[config.mk]
export PLATFORM = sky130hd
export DESIGN_NAME = writeback_stage
export DESIGN_NICKNAME = d
export VERILOG_FILES = /design/src/rtl/writeback_stage.sv
export SDC_FILE = /design/constraint.sdc
export NUM_CORES = 1
export LEC_CHECK = 0
export ABC_AREA = 0
export BUFFER_PORTS_ARGS = -buffer_cell sky130_fd_sc_hd__buf_2
export CAP_MARGIN = 20
export CORE_ASPECT_RATIO = 1.75
export CORE_MARGIN = 2
export CORE_UTILIZATION = 49
export CTS_CLUSTER_DIAMETER = 40
export DETAILED_ROUTE_END_ITERATION = 12
export PLACE_DENSITY = 0.8
export SLEW_MARGIN = 10
export SYNTH_ARGS = -nofsm -noshare
export SYNTH_HDL_FRONTEND = slang
export SYNTH_SLANG_ARGS = --single-unit
[constraint.sdc]
create_clock -name clk -period 2.2 [get_ports clk]
set_input_delay 0.44 -clock clk [delete_from_list [all_inputs] [get_ports clk]]
set_output_delay 0.44 -clock clk [all_outputs]
set_load 0.05 [all_outputs]
[src/rtl/writeback_stage.sv]
// Writeback stage: retires instructions from the memory stage, extracts and
// extends load data, and drives the register-file write port from registers.
module writeback_stage #(
    parameter int XLEN   = 32,
    parameter int ADDR_W = 6,
    parameter int CNT_W  = 32
) (
    input  logic              clk,
    input  logic              rst_n,
    input  logic              m_valid,
    output logic              m_ready,
    input  logic [4:0]        m_rd,
    input  logic              m_reg_write,
    input  logic [1:0]        m_wb_sel,
    input  logic [2:0]        m_funct3,
    input  logic [XLEN-1:0]   m_alu_result,
    input  logic [XLEN-1:0]   m_pc_plus4,
    input  logic              dmem_rvalid,
    input  logic [XLEN-1:0]   dmem_rdata,
    output logic [ADDR_W-1:0] rf_a3,
    output logic              rf_we3,
    output logic [XLEN-1:0]   rf_wd3,
    output logic              retire,
    output logic              misalign_err,
    output logic [CNT_W-1:0]  retire_cnt
);

    typedef enum logic [0:0] {
        IDLE     = 1'b0,
        WAIT_MEM = 1'b1
    } state_t;

    state_t state, state_next;

    // Load context captured at accept time, used once the data word arrives
    logic [4:0] ld_rd;
    logic       ld_reg_write;
    logic [2:0] ld_funct3;
    logic [1:0] ld_off;

    logic            accept;
    logic            is_load;
    logic [7:0]      ld_byte;
    logic [15:0]     ld_half;
    logic [XLEN-1:0] ld_value;
    logic            ld_misaligned;
    logic [XLEN-1:0] direct_value;
    logic            do_retire;
    logic            do_write;
    logic            do_mis;
    logic [4:0]      wr_rd;
    logic [XLEN-1:0] wr_data;

    assign m_ready = (state == IDLE);
    assign accept  = m_valid && m_ready;
    assign is_load = (m_wb_sel == 2'b01);

    // Pick the addressed byte/halfword, extend it, and flag misaligned accesses
    always_comb begin
        ld_byte       = dmem_rdata[{ld_off, 3'b000} +: 8];
        ld_half       = ld_off[1] ? dmem_rdata[31:16] : dmem_rdata[15:0];
        ld_value      = dmem_rdata;
        ld_misaligned = 1'b0;
        case (ld_funct3)
            3'b000: ld_value = {{(XLEN-8){ld_byte[7]}}, ld_byte};
            3'b100: ld_value = {{(XLEN-8){1'b0}}, ld_byte};
            3'b001: begin
                ld_value      = {{(XLEN-16){ld_half[15]}}, ld_half};
                ld_misaligned = ld_off[0];
            end
            3'b101: begin
                ld_value      = {{(XLEN-16){1'b0}}, ld_half};
                ld_misaligned = ld_off[0];
            end
            default: ld_misaligned = (ld_off != 2'b00);
        endcase
    end

    // Non-load writeback source: link value for 10, ALU result otherwise
    always_comb begin
        case (m_wb_sel)
            2'b10:   direct_value = m_pc_plus4;
            default: direct_value = m_alu_result;
        endcase
    end

    // Next-state and next-output decisions for the two-state controller
    always_comb begin
        state_next = state;
        do_retire  = 1'b0;
        do_write   = 1'b0;
        do_mis     = 1'b0;
        wr_rd      = m_rd;
        wr_data    = direct_value;
        case (state)
            IDLE: begin
                if (accept) begin
                    if (is_load) begin
                        state_next = WAIT_MEM;
                    end else begin
                        do_retire = 1'b1;
                        do_write  = m_reg_write && (m_rd != 5'd0);
                    end
                end
            end
            WAIT_MEM: begin
                wr_rd   = ld_rd;
                wr_data = ld_value;
                if (dmem_rvalid) begin
                    state_next = IDLE;
                    do_retire  = 1'b1;
                    do_mis     = ld_misaligned;
                    do_write   = ld_reg_write && (ld_rd != 5'd0) && !ld_misaligned;
                end
            end
            default: state_next = IDLE;
        endcase
    end

    // State register
    always_ff @(posedge clk or negedge rst_n) begin
        if (!rst_n) begin
            state <= IDLE;
        end else begin
            state <= state_next;
        end
    end

    // Capture load context when a load is accepted
    always_ff @(posedge clk or negedge rst_n) begin
        if (!rst_n) begin
            ld_rd        <= 5'd0;
            ld_reg_write <= 1'b0;
            ld_funct3    <= 3'd0;
            ld_off       <= 2'd0;
        end else if (accept && is_load) begin
            ld_rd        <= m_rd;
            ld_reg_write <= m_reg_write;
            ld_funct3    <= m_funct3;
            ld_off       <= m_alu_result[1:0];
        end
    end

    // Registered write port and pulses; address/data hold unless a write occurs
    always_ff @(posedge clk or negedge rst_n) begin
        if (!rst_n) begin
            rf_we3       <= 1'b0;
            rf_a3        <= '0;
            rf_wd3       <= '0;
            retire       <= 1'b0;
            misalign_err <= 1'b0;
        end else begin
            rf_we3       <= do_write;
            retire       <= do_retire;
            misalign_err <= do_mis;
            if (do_write) begin
                rf_a3  <= ADDR_W'(wr_rd);
                rf_wd3 <= wr_data;
            end
        end
    end

    // Retired-instruction counter, wraps naturally at its width
    always_ff @(posedge clk or negedge rst_n) begin
        if (!rst_n) begin
            retire_cnt <= '0;
        end else if (do_retire) begin
            retire_cnt <= retire_cnt + CNT_W'(1);
        end
    end

endmodule

==> impl_metrics.toml <==
[status]
status = "finished, final reports clean"

[floorplanning]
coreArea_um2 = 9409
start_util_pct = 50.09
die_area_um2 = 10450
die_h_um = 133.7
io_pins = 185
die_x_um = 78.14
rows = 47

[yosys]
synth-edff-count = 0
ys_types = 48
syn_area_um2 = 4713
synth_area_leaders = "dfrtp_1 (45%), nand2_1 (8.9%), mux2_2 (5.3%), mux2i_1 (3.2%), xnor2_1 (3.2%)"
synth.avg_cell_area_um2 = 9.278
synth_top_area_share_pct = 44.60
async_reset_ff_share_pct = 100.0
yosysTopAreaCell = "dfrtp_1"
synthFlopType = "dfrtp_1"
seq_area_frac_synth_pct = 44.60
yosysWarnings = 0
synth.net_count = 620
synthCells = 508
yosys_register_bits = 84

[finish]
diodes = 0
final_cell_mix = "buf_2 (182), nand2_1 (112), dfrtp_1 (84), nor2_1 (26), o21ai_0 (25)"
postLayoutCoreUtil_pct = 64.41
seqCellArea_um2 = 2102
fill_cells = 814
final_common_cell = "buf_2"
multiInputGateArea_um2 = 2414
nets = 799
syn2layout_area_growth_pct = 28.59
drive_gt1_share_pct = 36.42

[placement]
dp_hpwl_um = 11010
dpl_worst_slack_ps = 175.6
place_congestion = 0.9308
portBuffers = 183

[drt]
detail_route.first_pass.iterations = 5
post-route-drc-count = 0
drt_iter0_drc = 332
vias = 4662
wl_per_cell_um = 17.74
vias_per_cell = 5.727
wl_um = 14440
postRouteAntennaNets = 0

[grt]
grt_pass1_vias = 4760
grt_max_degree = 51
grt_overflow = 0
track_usage_pct = 27.93
antenna_found_initial = 0
grt_first_pass_wirelength_um = 22780

[critical_path]
crit_buf_inv = 1
timing.rr.start = "ld_off[1]"
reg2reg_depth = 6
critPathSlowestCell = "dfrtp_1"
path_cells = "buf_4 > mux2i_1 > nand2_1 > a31oi_4 > a221oi_1 > a21o_1"
worstSetupEndpointType = "register"
cp-startpoint = "ld_off[1]"
worst-path-stages = 6
startpoint_type = "register"
worstPathRequired_ps = 2430
worst-setup-path-type = "reg -> reg"
critical-path-top-delay-family = "compound AO/OA/AOI/OAI gates"
cp_max_fo = 16
cp.arrival_ps = 2240
cp_slowest_stage_delay_ps = 460

[worst_hold_path]
hold_class = "in -> async"

[power]
power_leakage_nw = 3.106
total_power_mw = 6.042
power_density_nw_per_um2 = 996.8
max-vdd-ir-drop_v = 0.0009641

[clock_tree]
holdBufCountCts = 0
cts_tree = "yes"
clkSinkCount = 84
clk_pin_slew_ps = 70
cts_made_buffers = 9
clk_latency_ps = 340
cts_max_level = 3
clockBufferDepth = 2
ctsResizeCount = 0
postCtsSetupBuffers = 0
root_buffer = "clkbuf_16"

[sta]
whs_ps = 48.52
clock.fmax_ghz = 0.4970
setup_violations = 0
layout_setup_ws_ps = 187.7
hold_viol_final = 0
period_share_pct = 91.47
max-slew-margin-rel_pct = 64.89
final_max_slew_viol_count = 0
max_slew.worst_pin.slew_ps = 524.2
finClkSkew_ps = 4.417
finalCriticalPeriod_ps = 2012
rsz0062_at_grt = "false"
setup_tns_ps = 0

[flow_run]
drv_cap = 0
area by class of cell:
class / instances / area share [%]
multi-input cells: 379 / 39.82
flip-flops and latches: 84 / 34.68
repair buffers: 199 / 17.55
clock buffers: 9 / 3.716
well taps: 122 / 2.519
inverters: 14 / 0.8671
clock inverters: 7 / 0.8464
path summary, 6_finish.rpt:
check / to / slack [ps]
setup / recovery: rf_wd3[22] / 190
hold / removal: rf_wd3[3] / 50
max in group asynchronous: rf_wd3[10] / 1510
hold reg to reg: retire_cnt[31] / 470
setup reg to reg: rf_wd3[22] / 190
min in group clk: state / 320
registers in the layout, indices dropped and copies added (netlist names):
register / flops
retire_cnt: 32
state: 1
ld_reg_write: 1
misalign_err: 1
ld_rd: 5
retire: 1
rf_wd3: 32
rf_a3: 5
rf_we3: 1
ld_off: 2
ld_funct3: 3
report_power, final:
group	switching, mW	total [mW]	internal, mW
Clock	0.650	1.42	0.770
Sequential	0.298	2.17	1.87
Combinational	1.75	2.45	0.702
Total	2.70	6.04	3.34
layer usage:
layer / global-route usage, % / vias to the layer above / share of wire (%)
li1: - / 2145 / -
met1: 30.50 / 2194 / 35
met2: 48.95 / 270 / 52
met3: 6.301 / 53 / 8.3
met4: 16.08 / 0 / 5.0
met5: 0 / - / 0
logic make-up after synthesis:
| kind of cell | synth area share (%) |
|---|---|
| compound gates | 16.49 |
| flops | 44.60 |
| mux | 8.760 |
| fa+ha+maj | 0.2654 |
| buf+inv | 4.486 |
| other cells | 0.07956 |
| xor+xnor | 5.761 |
| simple gates | 19.56 |
through the flow:
stage          cell area [um2]  std cells
6_report                  6061        814
5_1_grt                   6061        814
4_1_cts                   6061        814
3_5_place_dp              5784        798
3_3_place_gp              5784        798
2_1_floorplan             4713        508
cells in the mapped netlist, drive strengths merged (4+ instances only):
master,count
mux2,23
a21oi,16
o21ai,27
o21bai,7
buf,14
nor2,26
a221oi,4
nand4,12
dfrtp,84
a21o,10
nand2,112
nand3,13
xnor2,17
a211oi,14
xor2,14
o22ai,8
a31oi,4
clkbuf,17
nor3,17
mux2i,15
and3,4
nand2b,5
a32o,12
inv,13
No activity file was read; power rests on OpenSTA's default activity.
